## config.mk

```make
export PLATFORM = sky130hd
export DESIGN_NAME = parallax_scroller
export DESIGN_NICKNAME = d
export VERILOG_FILES = /design/src/rtl/parallax_scroller.sv
export SDC_FILE = /design/constraint.sdc
export NUM_CORES = 1
export LEC_CHECK = 0
export ABC_CLOCK_PERIOD_IN_PS = 15300
export CAP_MARGIN = 40
export CORE_MARGIN = 1
export CORE_UTILIZATION = 68
export CTS_BUF_LIST = sky130_fd_sc_hd__clkbuf_4
export CTS_CLUSTER_DIAMETER = 150
export DETAILED_ROUTE_END_ITERATION = 10
export DONT_BUFFER_PORTS = 1
export GPL_TIMING_DRIVEN = 0
export PLACE_DENSITY = 0.84
export SYNTH_ARGS = -nofsm -noshare
export SYNTH_HDL_FRONTEND = slang
export SYNTH_SLANG_ARGS = --single-unit
```

## constraint.sdc

```tcl
create_clock -name animationClOCK -period 15.3 [get_ports animationClOCK]
set_input_delay 1.53 -clock animationClOCK [delete_from_list [all_inputs] [get_ports animationClOCK]]
set_output_delay 1.53 -clock animationClOCK [all_outputs]
set_load 0.05 [all_outputs]
```

## src/rtl/parallax_scroller.sv

```systemverilog
// Multi-layer parallax scroll generator: one fixed-point position per layer,
// each deeper layer stepping at a right-shifted fraction of the score speed.
module parallax_scroller #(
    parameter int LAYERS          = 2,
    parameter int SCREEN_W        = 640,
    parameter int FRAC_SCALE      = 100,
    parameter int POS_W           = 20,
    parameter int SCORE_W         = 10,
    parameter int XW              = 10,
    parameter int MIN_SPEED       = 100,
    parameter int SPEED_PER_SCORE = 30,
    parameter int MAX_STEP        = 4000,
    parameter int LAYER_SHIFT     = 1,
    parameter int SEAM            = 5
) (
    input  logic                 animationClOCK,
    input  logic                 reset,
    input  logic [SCORE_W-1:0]   score,
    input  logic                 pause,
    output logic [LAYERS*XW-1:0] layer_x,
    output logic [LAYERS*XW-1:0] layer_skipx,
    output logic [LAYERS-1:0]    layer_wrap,
    output logic [7:0]           wrap_count
);

    localparam logic [POS_W-1:0] FULL   = POS_W'(SCREEN_W * FRAC_SCALE);
    localparam logic [POS_W-1:0] MIN_P  = POS_W'(MIN_SPEED);
    localparam logic [POS_W-1:0] MAX_P  = POS_W'(MAX_STEP);
    localparam logic [POS_W-1:0] SPS_P  = POS_W'(SPEED_PER_SCORE);
    localparam logic [POS_W-1:0] FRAC_P = POS_W'(FRAC_SCALE);
    localparam logic [POS_W-1:0] SCR_P  = POS_W'(SCREEN_W);
    localparam logic [POS_W-1:0] SEAM_P = POS_W'(SEAM);
    localparam logic [POS_W-1:0] STEP0  = (MIN_P > MAX_P) ? MAX_P : MIN_P;

    logic [POS_W-1:0] base;
    logic [POS_W-1:0] step_d;
    logic [POS_W-1:0] step_q;
    logic [POS_W-1:0] pos_q [LAYERS];
    logic [POS_W-1:0] s     [LAYERS];

    assign base   = MIN_P + SPS_P * POS_W'(score);
    assign step_d = (base > MAX_P) ? MAX_P : base;

    // Deeper layers get a shifted step, floored at 1 so they never stall
    always_comb begin
        for (int k = 0; k < LAYERS; k++) begin
            s[k] = step_q >> (k * LAYER_SHIFT);
            if (s[k] == '0)
                s[k] = POS_W'(1);
        end
    end

    always_ff @(posedge animationClOCK) begin
        if (reset) begin
            step_q     <= STEP0;
            layer_wrap <= '0;
            wrap_count <= '0;
            for (int k = 0; k < LAYERS; k++)
                pos_q[k] <= FULL;
        end else begin
            step_q     <= step_d;
            layer_wrap <= '0;
            if (!pause) begin
                for (int k = 0; k < LAYERS; k++) begin
                    if (pos_q[k] >= s[k]) begin
                        pos_q[k] <= pos_q[k] - s[k];
                    end else begin
                        pos_q[k]      <= pos_q[k] + FULL - s[k];
                        layer_wrap[k] <= 1'b1;
                    end
                end
                if (pos_q[0] < s[0])
                    wrap_count <= wrap_count + 8'd1;
            end
        end
    end

    for (genvar k = 0; k < LAYERS; k++) begin : g_out
        logic [POS_W-1:0] xw;
        logic [POS_W-1:0] d;
        logic [POS_W-1:0] skip;

        assign xw   = pos_q[k] / FRAC_P;
        assign d    = SCR_P - xw;
        assign skip = (d <= SEAM_P) ? '0 : d - SEAM_P;

        assign layer_x[k*XW +: XW]     = XW'(xw);
        assign layer_skipx[k*XW +: XW] = XW'(skip);
    end

endmodule
```

==> run metrics, run 1 <==
status stopped before the end; Last stage global routing; tool error [ERROR GRT-0232] Routing congestion too high. Check the congestion heatmap in the GUI.; Post-synth EDFFs 40; top cells by area, synth ha_1, edfxtp_1, xnor2_1; mapped cell area around 18000 um2; clock sink total 65; Netlist cell types 143; CTS max path bufs 2; GRT overflow 36; Synth async-reset ratio 0%; top cells by count, synth nor2_1, nand2_1, a21oi_1; top_reg_cell synth edfxtp_1; fraction of synthesized cell area taken by the top area cell type under 10%; CTS Hold Bufs 0; starting density of the core a little over two thirds; I/O Pins 63; H-tree Lvls 3; sequential area share after synthesis under 10%; most frequent cell after synthesis nor2_1; CTS buffer count 9; synthesized area per cell between 7 and 8 um2; cells after synthesis between 2000 and 2500; IO Port Bufs 0; row cnt about 60; Die Wd around 170 um; largest net degree at the start of global routing 24; post-synth top area cell ha_1; Synth Warn # 0; worst endpoint type primary output; total track usage a little under three quarters; Final Wtd Congestion ~0.94; hpwl dp 42600 um; critical endpoint after global-route timing repair layer_skipx[16]; die extent in y about 170 um; Post-Place Cells approximately 2800; CTS root buf clkbuf_4; Synth Register Bits 65
metrics by stage:
step                setup slack (ns)  hold slack (ns)  TNS (ns)  area, um2  util [%]
CTS                           -0.306            0.811     -2.39      21500      82.1
detailed placement             -2.58            0.789    -46.95      18800      71.8
floorplan                     0.0166            0.748         0      18200         -
global placement               -2.73            0.774    -46.68      18600      71.3
kinds of logic after synthesis:
group	after synthesis	share of synthesized area, %
muxes	44	2.69
buffers and inverters	281	6.63
adders and majority gates	173	13.3
DFF	65	9.35
xor gates and xnor gates	178	8.87
other	1	0.0206
and+or+nand+nor	921	25.9
AOI/OAI and AO/OA	822	33.3
what timing repair did:
| action | in CTS |
|---|---|
| pin swaps | 90 |
| cloned | 3 |
| setup buffers | 132 |
| gates resized for setup | 299 |
| endpoints found under the setup margin | 22 |
routing by layer:
metal | GRT usage [%] | GRT overflow
met1 | 72.2 | 0
met2 | 94.7 | 20
met3 | 47.7 | 1
met4 | 70.1 | 14
met5 | 7.65 | 1
==> inputs of run 2 (changes only) <==
CORE_UTILIZATION = 40   (was 68)
CTS_BUF_LIST = default   (was sky130_fd_sc_hd__clkbuf_4)
CTS_CLUSTER_DIAMETER = default   (was 150)
PLACE_DENSITY = default   (was 0.84)
PLACE_DENSITY_LB_ADDON = 0.15   (was default)
==> run metrics, run 2 <==
status finished, final reports clean (was stopped before the end); area grow syn2layout 35.1%; DRC viols 0; storage element area around 1700 um2; CTS max path bufs 2 (unchanged); top cells by area, synth ha_1, edfxtp_1, xnor2_1 (unchanged); Max Clock Freq ~66 MHz; Finished Layout Cells approximately 3400; initial DRC count around 1700; WHS Endpoint wrap_count[1]; first-pass GRT wire length about 100000 um; unrepaired setup endpoints after global routing true; Post-Route WL approximately 65000 um; headroom to the max-slew limit between 30% and 40%; Largest Register pos_q; mapped cell area 18200 um2 (unchanged); I/O Pins 63 (unchanged); total track usage 25.9%; crit path kind flip-flop to output pin; CTS buffer count 9 (unchanged); final worst slack between 0.04 and 0.05 ns; post-synth top area cell ha_1 (unchanged); fraction of synthesized cell area taken by the top area cell type 8.18% (unchanged); largest net degree at the start of global routing 22; fillcell total between 4000 and 5000; Setup Skew around 0.0077 ns; antenna-violating nets left 0; # nets final just under 3000; IO Port Bufs 0 (unchanged); average wire per cell in the routed design roughly 19 um; die extent in y 215 um (was 166 um); GRT overflow 0; Die Area between 40000 and 50000 um2; Die Wd 215 um (was 166 um); Synth Warn # 0 (unchanged); Final min period 15.26 ns; CTS tree done; commonest non-fill, non-tap cell in the layout buf_4; sequential area share after synthesis 9.35% (unchanged); CTS root buf clkbuf_16 (was clkbuf_4); hpwl dp 45700 um (was 42600 um); commonest cells after routing, fill and taps aside buf_4, nor2_1, nand2_1, inv_1, a21oi_1; CP arrival approximately 14 ns; Placement Setup Slack -2.87 ns (was -2.58 ns); First-pass DRT Iterations 6; reg2reg setup slack slightly below 10 ns; top_reg_cell synth edfxtp_1 (unchanged); cells after synthesis 2485 (unchanged); Netlist cell types 143 (unchanged); synthesized area per cell 7.33 um2 (unchanged); starting density of the core 40.9% (was 69.7%); number of flip-flops in the largest register 40; layout cells sized above 1 29.7%; Worst path slowest cell or4_4; Final Wtd Congestion 0.905 (was 0.938); hold path depth 2; vias post-DR approximately 21000; H-tree Lvls 3 (unchanged); Top Registers pos_q (40), step_q (15), wrap_count (8); hold_sp wrap_count[1]; most frequent cell after synthesis nor2_1 (unchanged); initial antenna violation count 0; startpoint type of the worst setup path flip-flop; CP max FO 7; clock sink total 65 (unchanged); Max Cap Viol 0; ANT cells 0; row cnt 77 (was 59); core box area 44500 um2; Synth Register Bits 65 (unchanged); Setup crit end kind output pin; Critical R2R Launch step_q[6]; Tightest Hold Check Type flip-flop to flip-flop; Worst path max stage delay 0.55 ns; Slew Viols, Final 0; Final Hold Vio Count 0; multi-input logic area around 18000 um2; vias in the first global route between 15000 and 20000; top cells by count, synth nor2_1, nand2_1, a21oi_1 (unchanged); Clock Pin Slew Worst Setup and Hold Paths approximately 0.06 ns; Post-Place Cells 3096 (was 2834); Skew-Pair Late Insertion Delay roughly 0.35 ns; Setup TNS 0 ns; final setup fails 0; Critical R2R Capture pos_q[0][19]; vias per cell slightly above 6; Synth async-reset ratio 0% (unchanged); Final Cycle Share around 100%; worst reg-to-reg path cell count 31; worst-margin pin slew 0.962 ns; Crit path required time around 14 ns; Post-synth EDFFs 40 (unchanged)
==> run 2: cells by family (layout without fill, tap and decap cells) <==
kind of cell    Yosys count  in the layout  share of synthesized area [%]
flops                    65             65                           9.35
buf+inv                 281            584                           6.63
xor+xnor                178            179                           8.87
mux                      44             44                           2.69
simple gates            921            921                           25.9
compound gates          822            822                           33.3
other cells               1              4                         0.0206
fa+ha+maj               173            173                           13.3
==> run 2: worst max path at each step <==
stage | startpoint | endpoint | depth (start not counted)
after floorplan | pos_q[1][17] | layer_skipx[18] | 57
after global placement | pos_q[0][3] | layer_skipx[9] | 50
after detailed placement | pos_q[0][3] | layer_skipx[3] | 52
after CTS | pos_q[1][17] | layer_skipx[13] | 59
after global routing | pos_q[1][17] | layer_skipx[19] | 60
final | pos_q[1][17] | layer_skipx[17] | 63
==> run 2: worst max-delay path, delay by kind of cell (launching register included) <==
family,cells,cell delay (ns)
AO/OA/AOI/OAI,22,5.41
XOR/XNOR,1,0.18
adder cells (fa/ha/maj),3,0.53
buffers and inverters,14,1.89
flip-flops,1,0.44
multiplexers,2,0.50
AND/OR/NAND/NOR,21,4.37
==> run 2: metrics by stage <==
stage               hold slack [ns]  utilization [%]  cell area, um2
floorplan                     0.748                -           18200
detailed placement            0.797             42.9           19100
global placement              0.777             42.6           19000
CTS                           0.805             50.0           22300
finish                        0.801             55.2           24600
global route                  0.842             55.2           24600
==> run 2: final cells by class <==
| class | instances | share of cell area (%) |
|---|---|---|
| well taps | 592 | 3.01 |
| plain buffers | 111 | 3.11 |
| clock buffers | 9 | 0.916 |
| multi-input cells | 2143 | 73.2 |
| repair buffers | 294 | 9.82 |
| flip-flops and latches | 65 | 6.92 |
| inverters | 163 | 2.72 |
| clock inverters | 7 | 0.280 |
==> run 2: repair_timing <==
item | in CTS | in global routing
hold buffers | 0 | 0
setup buffers | 149 | 120
pin swaps | 106 | 155
endpoints found under the setup margin | 22 | 20
cloned | 3 | 5
gates resized for setup | 330 | 266
==> run 2: metal layers <==
metal,wire (um),part of all wire [%],vias to the layer above,track usage (%)
met5,0,0,-,0
met4,1370,2.1,0,4.82
met3,3130,4.8,121,2.75
met2,30600,47,693,43.1
met1,29600,46,10096,36.3
li1,-,-,9902,-
Power of run 2 is left out: the tool's default activity adds up to more than one toggle a clock period on the data nets, which glitch-free logic cannot reach.
==> inputs of run 3 (changes only) <==
CTS_BUF_LIST = sky130_fd_sc_hd__clkbuf_4 sky130_fd_sc_hd__clkbuf_8   (was default)
MAX_ROUTING_LAYER = met4   (was default)
PLACE_DENSITY = 0.64   (was default)
PLACE_DENSITY_LB_ADDON = default   (was 0.15)
==> run metrics, run 3 (same netlist as run 2, synthesis figures left out) <==
status complete, but fails checks (was finished, final reports clean); failing checks setup timing; Die Area 46400 um2 (unchanged); unrepaired setup endpoints after global routing true (unchanged); commonest cells after routing, fill and taps aside buf_4, nor2_1, nand2_1, inv_1, a21oi_1 (unchanged); vias per cell 6.23 (was 6.15); Post-Route WL 62900 um (was 64700 um); headroom to the max-slew limit 35.6% (was 35.4%); Crit path required time 13.77 ns (about the same); Worst path slowest cell or4_4 (unchanged); antenna-violating nets left 0 (unchanged); final worst slack -0.0482 ns (was 0.0415 ns); vias post-DR 20829 (was 20812); # nets final 2919 (was 2958); ANT cells 0 (unchanged); Final Cycle Share 100% (was 99.7%); H-tree Lvls 3 (unchanged); row cnt 77 (unchanged); final setup fails 5 (was 0); Final min period 15.35 ns (was 15.26 ns); Final Hold Vio Count 0 (unchanged); Finished Layout Cells 3345 (was 3384); Most common cell on crit path buf_6; Worst path max stage delay 0.56 ns (was 0.55 ns); CTS root buf clkbuf_8 (was clkbuf_16); Skew-Pair Late Insertion Delay 0.36 ns (was 0.35 ns); die extent in y 215 um (unchanged); First-pass DRT Iterations 6 (unchanged); CP max FO 6 (was 7); initial DRC count 1597 (was 1693); Post-Place Cells 3096 (unchanged); I/O Pins 63 (unchanged); CTS tree done (unchanged); area grow syn2layout 31.0% (was 35.1%); number of flip-flops in the largest register 40 (unchanged); CTS buffer count 9 (unchanged); fillcell total 4017 (was 4086); largest net degree at the start of global routing 27 (was 22); GRT overflow 0 (unchanged); Setup crit end kind output pin (unchanged); IO Port Bufs 0 (unchanged); worst-margin pin slew 0.941 ns (was 0.962 ns); CP startpoint pos_q[1][17] (unchanged); Slew Viols, Final 0 (unchanged); Top Registers pos_q (40), step_q (15), wrap_count (8) (unchanged); CTS Hold Bufs 0 (unchanged); Max Clock Freq 65.2 MHz (was 65.5 MHz); Die Wd 215 um (unchanged); CP arrival 13.82 ns (was 13.73 ns); crit path kind flip-flop to output pin (unchanged); Largest Register pos_q (unchanged); DRC viols 0 (unchanged); average wire per cell in the routed design 18.8 um (was 19.1 um); total track usage 25.6% (was 25.9%); starting density of the core 40.9% (unchanged); clock sink total 65 (unchanged); Setup Skew 0.0109 ns (was 0.00770 ns); core box area 44500 um2 (unchanged); Final Wtd Congestion 0.938 (was 0.905); vias in the first global route 19598 (was 19297); hold_sp pos_q[1][0] (was wrap_count[1]); Critical R2R Launch step_q[6] (unchanged); startpoint type of the worst setup path flip-flop (unchanged); CTS max path bufs 2 (unchanged); Setup TNS -0.172 ns (was 0 ns); layout cells sized above 1 28.0% (was 29.7%); first-pass GRT wire length 97900 um (was 101000 um); Max Cap Viol 0 (unchanged); Tightest Hold Check Type flip-flop to flip-flop (unchanged); Clock Pin Slew Worst Setup and Hold Paths 0.09 ns (was 0.06 ns); initial antenna violation count 0 (unchanged); Placement Setup Slack -2.56 ns (was -2.87 ns); hpwl dp 44500 um (was 45700 um); commonest non-fill, non-tap cell in the layout buf_4 (unchanged)
-- run 3: cell types whose count changed in the layout (fill, tap and decap cells not counted), moves of 7 or more --
| cell | before | now |
|---|---|---|
| clkbuf_8 | 1 | 10 |
| buf_6 | 29 | 36 |
| nor2_4 | 25 | 17 |
| clkbuf_16 | 11 | 0 |
| buf_4 | 281 | 237 |
-- run 3: per-stage QoR --
stage,cell area (um2),hold WS (ns),utilization (%)
4_1_cts,21800,0.799,49.0
6_report,23900,0.800,53.6
5_1_grt,23900,0.839,53.6
2_1_floorplan,18200,0.748,-
3_3_place_gp,19000,0.778,42.6
3_5_place_dp,19100,0.790,42.9
-- run 3: critical path, delay by kind of cell (launching register included) --
family / cells / cell delay (ns)
and+or+nand+nor: 24 / 5.45
DFF: 1 / 0.43
xor gates and xnor gates: 1 / 0.10
muxes: 2 / 0.70
AOI/OAI and AO/OA: 19 / 4.40
adders and majority gates: 2 / 0.35
buffers and inverters: 16 / 1.95
-- run 3: timing repair --
item / 4_1_cts / 5_1_grt
resized for setup: 291 / 257
endpoints found under the setup margin: 22 / 20
cloned: 3 / 3
setup buffers: 128 / 106
pin swaps: 99 / 129
-- run 3: cell type report --
type,instances,area (um2),area share (%)
Sequential cell,65,1700,7.13
Buffer,109,733,3.07
Clock buffer,9,124,0.519
Inverter,163,672,2.82
Tap cell,592,741,3.10
Multi-Input combinational cell,2144,17700,74.2
Timing Repair Buffer,256,2120,8.88
Clock inverter,7,61.3,0.257
-- run 3: worst paths after layout --
check                                        to  depth (start not counted)  slack, ns
worst max-delay path            layer_skipx[19]                         64      -0.05
worst min-delay path                pos_q[1][0]                          3       0.80
worst max register to register     pos_q[0][19]                         31       9.77
worst min register to register      pos_q[1][0]                          3       0.80
-- run 3: layer usage --
metal	global-route usage, %	vias up	wire (um)	share of wire (%)
met1	33.1	10066	27700	44
met2	42.5	795	30400	48
met3	2.79	148	3590	5.7
li1	-	9820	-	-
met5	-	-	0	0
met4	6.08	0	1300	2.1
Power of run 3 is left out for the same reason.
